## config.mk

```make
export PLATFORM = sky130hd
export DESIGN_NAME = rf_wport_sched
export DESIGN_NICKNAME = d
export VERILOG_FILES = /design/src/rtl/rf_wport_sched_pkg.sv /design/src/rtl/rf_wport_sched_rr_arbiter.sv /design/src/rtl/rf_wport_sched.sv
export SDC_FILE = /design/constraint.sdc
export NUM_CORES = 1
export LEC_CHECK = 0
export CAP_MARGIN = 10
export CORE_MARGIN = 1
export CORE_UTILIZATION = 35
export CTS_CLUSTER_SIZE = 14
export DETAILED_ROUTE_END_ITERATION = 10
export PLACE_DENSITY = 0.76
export SYNTH_ARGS = -nofsm -noshare
export SYNTH_HDL_FRONTEND = slang
export SYNTH_SLANG_ARGS = --single-unit
export TNS_END_PERCENT = 30
```

## constraint.sdc

```tcl
create_clock -name clk -period 4.8 [get_ports clk]
set_input_delay 1.44 -clock clk [delete_from_list [all_inputs] [get_ports clk]]
set_output_delay 1.44 -clock clk [all_outputs]
set_load 0.01 [all_outputs]
```

## src/rtl/rf_wport_sched_pkg.sv

```systemverilog
// Shared core types (register address, 64-bit word) plus the writeback request bundle
// used by the register-file write-port scheduler.
package common;

    typedef logic [4:0]  creg_addr_t;
    typedef logic [63:0] u64;

    typedef struct packed {
        logic       valid;
        creg_addr_t dst;
        u64         data;
    } wb_req_t;

    localparam int NUM_WB_REQ = 3;

endpackage

```

## src/rtl/rf_wport_sched_rr_arbiter.sv

```systemverilog
// Round-robin arbiter: one-hot combinational grant, search starts at the pointer,
// pointer moves past the granted index only when the caller reports a transfer.
module rr_arbiter #(
    parameter int N = 3
) (
    input  logic         clk,
    input  logic         reset,
    input  logic [N-1:0] req,
    input  logic         advance,
    output logic [N-1:0] gnt
);

    localparam int PW = (N > 1) ? $clog2(N) : 1;

    logic [PW-1:0] ptr;
    logic [PW-1:0] ptr_next;
    logic          found;
    int            idx;

    // Scan N positions starting at ptr, wrapping modulo N; first requester wins.
    always_comb begin
        gnt      = '0;
        ptr_next = ptr;
        found    = 1'b0;
        idx      = 0;
        for (int i = 0; i < N; i++) begin
            idx = int'(ptr) + i;
            if (idx >= N) begin
                idx = idx - N;
            end
            if (!found && req[idx]) begin
                gnt[idx] = 1'b1;
                found    = 1'b1;
                ptr_next = (idx == N - 1) ? '0 : PW'(idx + 1);
            end
        end
    end

    always_ff @(posedge clk) begin
        if (reset) begin
            ptr <= '0;
        end else if (advance) begin
            ptr <= ptr_next;
        end
    end

endmodule

```

## src/rtl/rf_wport_sched.sv

```systemverilog
// Integer regfile write-port scheduler: round-robin writeback arbitration, registered
// write stage and busy scoreboard for issue hazards. Optional counters: RF_WPORT_STATS_EN.
module rf_wport_sched
    import common::*;
#(
    parameter int NREQ  = NUM_WB_REQ,
    parameter int NREGS = 32
) (
    input  logic                        clk,
    input  logic                        reset,
    input  logic                        flush,
    input  logic [NREQ-1:0]             req_valid,
    input  creg_addr_t [NREQ-1:0]       req_dst,
    input  u64 [NREQ-1:0]               req_data,
    output logic [NREQ-1:0]             req_ready,
    input  logic                        iss_valid,
    input  creg_addr_t                  iss_rs1,
    input  creg_addr_t                  iss_rs2,
    input  creg_addr_t                  iss_rd,
    input  logic                        iss_wen,
    output logic                        iss_stall,
    output logic                        rf_wvalid,
    output creg_addr_t                  rf_wa,
    output u64                          rf_wd,
    output logic [NREGS-1:0]            sb_busy
`ifdef RF_WPORT_STATS_EN
    ,
    output logic [31:0]                 stat_conflict,
    output logic [31:0]                 stat_stall
`endif
);

    logic [NREQ-1:0]  req_eligible;
    logic             xfer;
    wb_req_t          sel;
    logic             set_en;
    logic [NREGS-1:0] busy_next;
    logic             rs1_busy;
    logic             rs2_busy;
    logic             rd_busy;

    // Flush suppresses all grants, so the pointer cannot move during a flush cycle.
    assign req_eligible = req_valid & {NREQ{~flush}};

    rr_arbiter #(.N(NREQ)) u_arb (
        .clk     (clk),
        .reset   (reset),
        .req     (req_eligible),
        .advance (xfer),
        .gnt     (req_ready)
    );

    assign xfer = |req_ready;

    always_comb begin
        sel = '0;
        for (int i = 0; i < NREQ; i++) begin
            if (req_ready[i]) begin
                sel.valid = 1'b1;
                sel.dst   = req_dst[i];
                sel.data  = req_data[i];
            end
        end
    end

    // Writes to x0 are consumed but never reach the regfile port.
    always_ff @(posedge clk) begin
        if (reset) begin
            rf_wvalid <= 1'b0;
            rf_wa     <= '0;
            rf_wd     <= '0;
        end else if (flush) begin
            rf_wvalid <= 1'b0;
        end else begin
            rf_wvalid <= sel.valid && (sel.dst != '0);
            if (sel.valid) begin
                rf_wa <= sel.dst;
                rf_wd <= sel.data;
            end
        end
    end

    assign rs1_busy  = (iss_rs1 != '0) && sb_busy[iss_rs1];
    assign rs2_busy  = (iss_rs2 != '0) && sb_busy[iss_rs2];
    assign rd_busy   = (iss_rd  != '0) && sb_busy[iss_rd];
    assign iss_stall = iss_valid && (rs1_busy || rs2_busy || (iss_wen && rd_busy));
    assign set_en    = iss_valid && !iss_stall && iss_wen && (iss_rd != '0);

    // Clear is applied before set so a same-register collision leaves the bit set.
    always_comb begin
        busy_next = sb_busy;
        if (rf_wvalid) begin
            busy_next[rf_wa] = 1'b0;
        end
        if (set_en) begin
            busy_next[iss_rd] = 1'b1;
        end
        busy_next[0] = 1'b0;
    end

    always_ff @(posedge clk) begin
        if (reset || flush) begin
            sb_busy <= '0;
        end else begin
            sb_busy <= busy_next;
        end
    end

`ifdef RF_WPORT_STATS_EN
    // Free-running, wrapping counters; flush deliberately leaves them untouched.
    always_ff @(posedge clk) begin
        if (reset) begin
            stat_conflict <= '0;
            stat_stall    <= '0;
        end else begin
            if ($countones(req_valid) >= 2) begin
                stat_conflict <= stat_conflict + 32'd1;
            end
            if (iss_stall) begin
                stat_stall <= stat_stall + 32'd1;
            end
        end
    end
`endif

endmodule

```

==> results.md, run 1 <==
* Dominant cells by area after synthesis: dfxtp_1 32%, mux2i_1 11%, mux4_2 8.9%, a211o_1 8.8%, a21oi_1 6.0%
* DIE WIDTH at 137 µm
* Worst-path fanout max at 4
* Proportion of synthesized area in mux cells at 21.0%
* Flop pwr share at 26.5%
* Distinct cell type count after synthesis at 48
* PortBufs at around 330
* Tot Pwr at 5000 µW
* Critical path class: primary input to primary output
* Post-synthesis adder-cell area fraction at less than 1%
* FMAX at 209 MHz
* Post-synth ARST share at 0%
* Dominant synthesized flop cell: dfxtp_1
* Skew-Pair Late Insertion Delay at 0.35 ns
* Via density at 5.59
* Grt ovf at 0
* Crit path required time at 3.36 ns
* Vias in the first global route at 6909
* # H-tree levels at 3
* Synth top area share at 32.4%
* Actual slew at the worst max-slew pin at 1.02 ns
* Worst-path clk slew at 0.06 ns
* Post-Route WL at between 20000 and 30000 µm
* Critical Path AT at 3.34 ns
* Initial Util at 36.3%
* Count of clock tree sinks at 103
* DR iter-0 viols at 507
* Hold Crit Depth at 2
* Vias at between 7000 and 8000
* Drt pass-1 iters at 8
* Area leader, netlist: dfxtp_1
* Io pins at 336
* Root buf cell: clkbuf_16
* #FFs+latches synth at 103
* CORE AREA at approximately 0.018 mm²
* Switching Fraction at 38.1%
* Initial antenna violation count at 1
* Final Hold Viols at 0
* Antenna Nets Post-Route at 0
* CTS tree: done
* Synth cell count leaders: 103 x dfxtp_1, 80 x nand2_1, 76 x a21oi_1, 73 x nor2_1, 71 x mux2i_1
* Max VDD drop at 0.272 mV
* Reg2Reg Setup Slack at between 1 and 1.5 ns
* Syn_nets at 950
* FF-to-FF Start: u_arb.ptr[0]$_SDFFE_PP0P_
* Maxcap violations at 0
* Sw Pwr at 1910 µW
* Share of cells above drive strength 1 at 11.4%
* DRC at 0
* RSZ-0062 raised after global routing: true
* Synthesized area per cell at 8.88 µm²
* Clk network pwr share at between 10% and 20%
* Status: finished clean
* Routed len/inst at 19.7 µm
* Post-Syn Instances at 716
* Largest net degree at the start of global routing at 100
* Longest Clk Path Bufs at 2
* R2R depth at 11
* Sequential-to-total area share from yosys stat at 32.4%
* Post-Synth XOR/XNOR Area at 0%
* Synth-to-Final Area Change at 65.1%
* Full die area at 0.0187 mm²
* Clock skew at 0.0129 ns
* Inserted Clock Buffers at 9
* Leak at slightly above 0.004 µW
* Crit start category: primary input
* Num rows at between 40 and 50
* Most frequent cell after synthesis: dfxtp_1
* Worst Setup End Kind: primary output
* Hold Startpoint: rf_wa[1]$_SDFFE_PP0P_
* Warnings, synthesis at 0
* Tmin final at 4.78 ns
* Mapped Area at 0.00636 mm²
* Die height at 137 µm
* EDFF count, synth at 0
* Fin crit share at 99.7%
* GP Congestion at 0.998
* Final net count at 1272
* Compound-gate portion of the synthesized area at 24.7%
* Logic pwr share at 58.4%
* Final Setup Violations at 0
* Main combinational cell family by area after synthesis: compound AO/OA/AOI/OAI gates
* Hold WC Path Type: flip-flop to flip-flop
* Rel. slew slack at between 30% and 40%
* Internal Power at just over 3000 µW
* Synth Area in Simple Gates at between 10% and 20%
* P per Cell Area at 477 mW/mm²
* Crit path launch: flush
* Detailed placer's ending HPWL at 18300 µm
* Gr usage total at 26.8%
* Fill cells at 1534
* Hold_buf cts at 0
* Final core utilization at 59.8%
* Max Slew Vio Count at 0
* First-pass GRT wire length at 38000 µm
[area by class of cell]
cell class	count	area, µm²	area share, %
timing repair buffer	380	3810	36.3
sequential	103	2060	19.6
inverter	7	26.3	0.250
tap	225	282	2.68
clock inverter	5	57.6	0.548
clock buffer	11	243	2.31
multi-input combinational	537	4010	38.2
antenna	1	2.50	0.0238
[power by group through the flow]
| stage | logic (µW) | clock network, µW | registers (µW) |
|---|---|---|---|
| 5_1_grt | 3160 | 805 | 1360 |
| 4_1_cts | 2920 | 770 | 1320 |
| 3_5_place_dp | 2900 | 0 | 1340 |
| 3_3_place_gp | 2870 | 0 | 1330 |
| 2_1_floorplan | 1710 | 0 | 1430 |
| 6_report | 2920 | 759 | 1320 |
[sequential cells by signal, summed over array words and instances (netlist names)]
| name | flops |
|---|---|
| rf_wvalid | 1 |
| rf_wd | 64 |
| rf_wa | 5 |
| sb_busy | 31 |
| u_arb.ptr | 2 |
[per-stage QoR]
step	setup TNS [ns]	instance area, µm²	worst slack (ns)	hold slack (ns)	cells
2_1_floorplan	0	6360	0.0725	0.519	716
3_3_place_gp	-0.710	9930	-0.686	0.511	1236
3_5_place_dp	-0.851	9930	-0.714	0.510	1236
4_1_cts	-0.0451	10400	-0.0451	0.519	1268
5_1_grt	-0.124	10500	-0.0594	0.545	1269
6_report	0	10500	0.0155	0.520	1269
[metal layers]
layer,share of wire [%],track usage (%)
met4,4.3,14.6
met3,9.5,8.33
met5,0,0
met2,49,44.4
met1,37,30.6
[critical path: stages]
cell and delay, ns:
clkdlybuf4s50_1 0.43, or2_2 0.32, o21ai_4 0.17, buf_12 0.13, nand2_1 0.09, and2_4 0.18
clkinv_1 0.05, clkdlybuf4s50_1 0.54
[cell families after synthesis]
group / Yosys count
simple gates: 211
mux: 100
flops: 103
compound gates: 221
fa+ha+maj: 4
other cells: 1
buf+inv: 76
[what timing repair did]
| action | in CTS | in global routing |
|---|---|---|
| pin swaps | 2 | 0 |
| cloned | 3 | 0 |
| setup buffers | 13 | 1 |
| resized for setup | 23 | 11 |
| endpoints found under the setup margin | 3 | 33 |
[cells in the final DEF, fill, tap and decap left out, drive strengths merged, types with 2 or more instances in the layout]
cell type	instances
clkbuf	11
or3b	2
nand2b	4
o31ai	31
clkinv	5
and3	5
bufbuf	3
nand4b	2
nand2	80
ha	4
a211o	64
clkdlybuf4s50	325
a221oi	5
nor3	5
buf	47
o211ai	31
nand3b	8
or3	2
nor2b	8
nor2	73
inv	6
o21ai	4
and2	2
nand3	9
a21oi	76
mux2i	71
o22a	2
dlygate4sd2	5
or2	5
dfxtp	103
a22o	2
mux4	26
nor4	2
mux2	3
nand4bb	2
[final timing paths]
kind / to
setup / recovery: req_ready[1]
hold / removal: rf_wa[1]$_SDFFE_PP0P_
setup reg to reg: rf_wd[61]$_SDFFE_PP0P_
hold reg to reg: rf_wa[1]$_SDFFE_PP0P_
Power figures use the tool's default switching activity.
==> run 2, diff against run 1 <==
Settings changed: CAP_MARGIN 10 to 20, RECOVER_POWER from default to 50.
==> run 2 against run 1 <==
  * Global-route usage stayed put
  * Sequential cell count stayed put
  * Power is 2.4% lower
==> results.md, run 2 (same netlist as run 1, synthesis figures left out) <==
* Rel. slew slack at 32.8%
* Drt pass-1 iters at 5
* Highest routed metal layer: met4
* Initial antenna violation count at 1
* Crit path launch: flush
* Setup slack after layout at 0.0156 ns
* Largest regs: rf_wd x64, sb_busy x31, rf_wa x5
* Largest net degree at the start of global routing at 100
* Initial Util at 36.3%
* DIE WIDTH at approximately 140 µm
* Hold Startpoint: rf_wa[1]$_SDFFE_PP0P_
* FF-to-FF Start: u_arb.ptr[0]$_SDFFE_PP0P_
* DRT met1 WL at 9110 µm
* Clock skew at 0.0123 ns
* Status: finished clean
* Share of cells above drive strength 1 at between 10% and 20%
* Gr usage total at 26.8%
* Grt ovf at 0
* Dpl cells at 1236
* Vias at 7129
* Worst-path clk slew at 0.06 ns
* Crit path required time at 3.36 ns
* Non-filler cells, final at between 1000 and 1500
* Via density at 5.62
* FMAX at 209 MHz
* Inserted Clock Buffers at 9
* Actual slew at the worst max-slew pin at 1.01 ns
* Met2 WL post-DR at 12200 µm
* CORE AREA at 0.0175 mm²
* Max Slew Vio Count at 0
* Num rows at 48
* Detailed placer's ending HPWL at around 18000 µm
* Tmin final at approximately 4.8 ns
* Fin crit share at 99.7%
* Worst-path fanout max at 4
* Critical path class: primary input to primary output
* PortBufs at 334
* Final Setup Violations at 0
* Maxcap violations at 0
* GP Congestion at 0.998
* Hold_buf cts at 0
* Skew-Pair Late Insertion Delay at approximately 0.35 ns
* Longest Clk Path Bufs at 2
* Max VDD drop at 0.271 mV
* Most flop-heavy register: rf_wd
* RSZ-0062 raised after global routing: true
* Leak at 0.00430 µW
* P per Cell Area at between 400 and 500 mW/mm²
* Routed len/inst at 19.6 µm
* Hold WS at slightly above 0.5 ns
* Io pins at 336
* Full die area at 0.0187 mm²
* Worst Setup End Kind: primary output
* Antenna Nets Post-Route at 0
* Crit start category: primary input
* Final Hold Viols at 0
* Most common cell after layout, fill and taps aside: clkdlybuf4s50_1
* Most frequent cells in the layout: 224 x clkdlybuf4s50_1, 103 x dfxtp_1, 101 x dlygate4sd3_1
* First-pass GRT wire length at 38000 µm
* Hold WC Path Type: flip-flop to flip-flop
* Root buf cell: clkbuf_16
* CTS tree: done
* Die height at 137 µm
* Max reg flops at 64
* Count of clock tree sinks at 103
* DRC at 0
* Critical Path AT at 3.34 ns
* DR iter-0 viols at 592
* # H-tree levels at 3
* Post-Route WL at 24900 µm
* Met3 routed WL at 2470 µm
* Pre-CTS setup slack at -0.714 ns
* Final net count at between 1000 and 1500
* Vias in the first global route at 6909
* Synth-to-Final Area Change at 65.1%
[run 2: cell types whose count changed in the layout (fill, tap and decap cells not counted)]
cell / change
clkdlybuf4s50_1: -101
dlygate4sd3_1: +101
[run 2: final timing paths]
kind                                          endpoint  slack (ns)  cells past startpoint
worst max-delay path                      req_ready[1]        0.02                      8
worst min-delay path             rf_wa[1]$_SDFFE_PP0P_        0.52                      2
worst max register to register  rf_wd[61]$_SDFFE_PP0P_        1.00                     11
worst min register to register   rf_wa[1]$_SDFFE_PP0P_        0.52                      2
[run 2: report_power, final]
part           total (µW)  switching, µW  internal [µW]
Sequential           1310            169           1140
Combinational        2820           1380           1440
Clock                 756            337            420
Total                4880           1890           3000
[run 2: per-layer routing]
layer	global-route usage, %	up-vias
met3	8.33	67
met4	14.6	0
li1	-	3310
met1	30.6	3368
met5	0	-
met2	44.4	384
[run 2: layout make-up]
type                       instances  area [µm²]
sequential                       103        2060
inverter                           7        26.3
clock inverter                     5        57.6
tap                              225         282
fill                            1534        7040
multi-input combinational        537        4010
timing repair buffer             380        3810
clock buffer                      11         243
antenna                            1        2.50
[run 2: critical path, cell delays in order]
cell	delay, ns
clkdlybuf4s50_1	0.43
or2_2	0.32
o21ai_4	0.17
buf_12	0.13
nand2_1	0.09
and2_4	0.18
clkinv_1	0.05
clkdlybuf4s50_1	0.54
[run 2: timing repair]
action                                  4_1_cts  5_1_grt
endpoints found under the setup margin        3       33
gates cloned                                  3        0
pin swaps                                     2        0
resized for setup                            23       11
buffers inserted                             13        1
[run 2: per-stage QoR]
| stage | total power (µW) | utilization, % | TNS, ns | cell area, µm² |
|---|---|---|---|---|
| floorplan | 3140 | - | 0 | 6360 |
| global placement | 4200 | 56.6 | -0.710 | 9930 |
| detailed placement | 4230 | 56.6 | -0.851 | 9930 |
| CTS | 5010 | 59.5 | -0.0451 | 10400 |
| global route | 5220 | 59.8 | -0.124 | 10500 |
| finish | 4880 | 59.8 | 0 | 10500 |
==> run 3, diff against run 2 <==
Settings changed: DONT_BUFFER_PORTS from default to 1, GPL_TIMING_DRIVEN from default to 1, PLACE_DENSITY 0.76 to default, SLEW_MARGIN from default to 10.
==> run 3 against run 2 <==
  * Critical path depth shrank 2
  * Power shrank 14%
  * Cell count shrank 30%
  * Global-route usage shrank 4.2 points
  * Wire length shrank 12%
  * Final area shrank 37%
  * Die area is the same
  * Via count shrank 20%
  * Combinational power shrank 32%
  * Highest routed layer unchanged
  * Maximum frequency grew 8.5%
==> results.md, run 3 (same netlist as run 1, synthesis figures left out) <==
* Status: finished clean
* FF-to-FF End: rf_wd[39]$_SDFFE_PP0P_
* Gr usage total at a little under a quarter
* Critical path class: primary input to primary output
* Tmin final at 4.41 ns
* Rel. slew slack at 6.40%
* GP Congestion at between 1 and 1.5
* Crit path launch: iss_rd[0]
* PortBufs at 0
* Crit start category: primary input
* Largest net degree at the start of global routing at about 140
* Largest regs: rf_wd x64, sb_busy x31, rf_wa x5
* Max Slew Vio Count at 0
* Post-CTS setup buffer count at 0
* Root buf cell: clkbuf_16
* FMAX at 227 MHz
* Skew-Pair Late Insertion Delay at between 0.3 and 0.4 ns
* Reg2Reg Setup Slack at 1.22 ns
* Worst Setup End Kind: primary output
* DRC at 0
* Io pins at 336
* CORE AREA at 0.0175 mm²
* Final Setup Violations at 0
* Share of cells above drive strength 1 at under 10%
* Post-CTS resize count at 0
* DIE WIDTH at ~140 µm
* Via density at 6.40
* Hold WC Path Type: flip-flop to flip-flop
* Non-filler cells, final at 894
* Crit path required time at approximately 3.4 ns
* Antenna diodes at 0
* First-pass GRT wire length at ~32000 µm
* Inserted Clock Buffers at 9
* Detailed placer's ending HPWL at 16600 µm
* Max VDD drop at between 0.3 and 0.4 mV
* Maxcap violations at 0
* Synth-to-Final Area Change at 4.82%
* Vias in the first global route at 5568
* Hold_buf cts at 0
* Drt pass-1 iters at 5
* Fin crit share at 91.9%
* P per Cell Area at 632 mW/mm²
* DR iter-0 viols at 521
* Initial Util at approximately 36%
* Num rows at 48
* Crit path capture: iss_stall
* Most flop-heavy register: rf_wd
* Post-Route WL at 22000 µm
* Hold Startpoint: rf_wa[1]$_SDFFE_PP0P_
* RSZ-0062 raised after global routing: false
* Die height at between 100 and 150 µm
* CTS tree: done
* Worst-path fanout max at 12
* Grt ovf at 0
* Dpl cells at between 800 and 900
* Initial antenna violation count at 0
* Most frequent cells in the layout: 103 x dfxtp_1, 80 x nand2_1, 76 x a21oi_1
* Clock skew at 0.00764 ns
* Count of clock tree sinks at between 100 and 150
* Full die area at approximately 0.019 mm²
* FF-to-FF Start: u_arb.ptr[0]$_SDFFE_PP0P_
* Critical Path AT at a little under 3 ns
* Final Hold Viols at 0
* Setup TNS at 0 ns
* Leak at around 0.0024 µW
* Max reg flops at 64
* Final net count at 898
* R2R depth at 11
* Routed len/inst at 24.6 µm
* Worst-path clk slew at 0.08 ns
* Antenna Nets Post-Route at 0
* # H-tree levels at 3
* Vias at 5722
* Most common cell after layout, fill and taps aside: dfxtp_1
* Longest Clk Path Bufs at 2
* Actual slew at the worst max-slew pin at 1.40 ns
* Fill cells at 1790
## run 3: changes by cell type in the layout (fill, tap and decap cells not counted), sizes merged, moves of 3 or more
cell           change
dlygate4sd3      -101
bufbuf             -3
buf               -42
clkinvlp           +3
dlygate4sd2        -5
clkdlybuf4s50    -224
inv                +3
clkinv             -3
## run 3: metrics by stage
stage	cell area [µm²]	utilization (%)	worst slack (ns)	hold WS, ns	power [µW]
after floorplan	6360	-	0.0725	0.519	3140
after CTS	6670	38.1	0.401	0.580	4230
after global routing	6660	38.0	0.312	0.602	4470
after global placement	6380	36.4	0.422	0.558	3430
final	6660	38.0	0.391	0.567	4210
after detailed placement	6380	36.4	0.402	0.570	3510
## run 3: critical path: stages
cell and delay [ns]:
mux4_1 0.53, mux4_2 0.46, nand2b_1 0.16, o2111ai_1 0.09, nand3_2 0.10, and2_1 0.19
## run 3: power breakdown
part	switching [µW]	total, µW	internal [µW]	leakage, µW
sequential	429	1570	1140	0.000845
combinational	1020	1910	887	0.00147
clock	365	729	364	0.000134
## run 3: layout make-up
class | count | area (µm²) | share of cell area, %
Clock buffer | 9 | 225 | 3.38
Clock inverter | 7 | 65.1 | 0.976
Inverter | 7 | 26.3 | 0.394
Multi-Input combinational cell | 537 | 3940 | 59.1
Sequential cell | 103 | 2060 | 30.9
Tap cell | 225 | 282 | 4.22
Timing Repair Buffer | 6 | 66.3 | 0.995
## run 3: how the worst min path moves through the flow
stage,end,cells past startpoint
5_1_grt,rf_wa[0]$_SDFFE_PP0P_,2
6_report,rf_wa[1]$_SDFFE_PP0P_,2
3_5_place_dp,rf_wa[1]$_SDFFE_PP0P_,2
4_1_cts,rf_wa[1]$_SDFFE_PP0P_,2
3_3_place_gp,rf_wa[0]$_SDFFE_PP0P_,2
2_1_floorplan,rf_wa[0]$_SDFFE_PP0P_,2
## run 3: routing by layer
metal	GRT usage (%)	share of wire, %	wire, µm	up-vias
li1	-	-	-	2569
met1	24.8	37	8110	2790
met2	40.5	51	11100	323
met3	8.07	11	2350	40
met4	6.29	1.9	422	0
met5	0	0	0	-
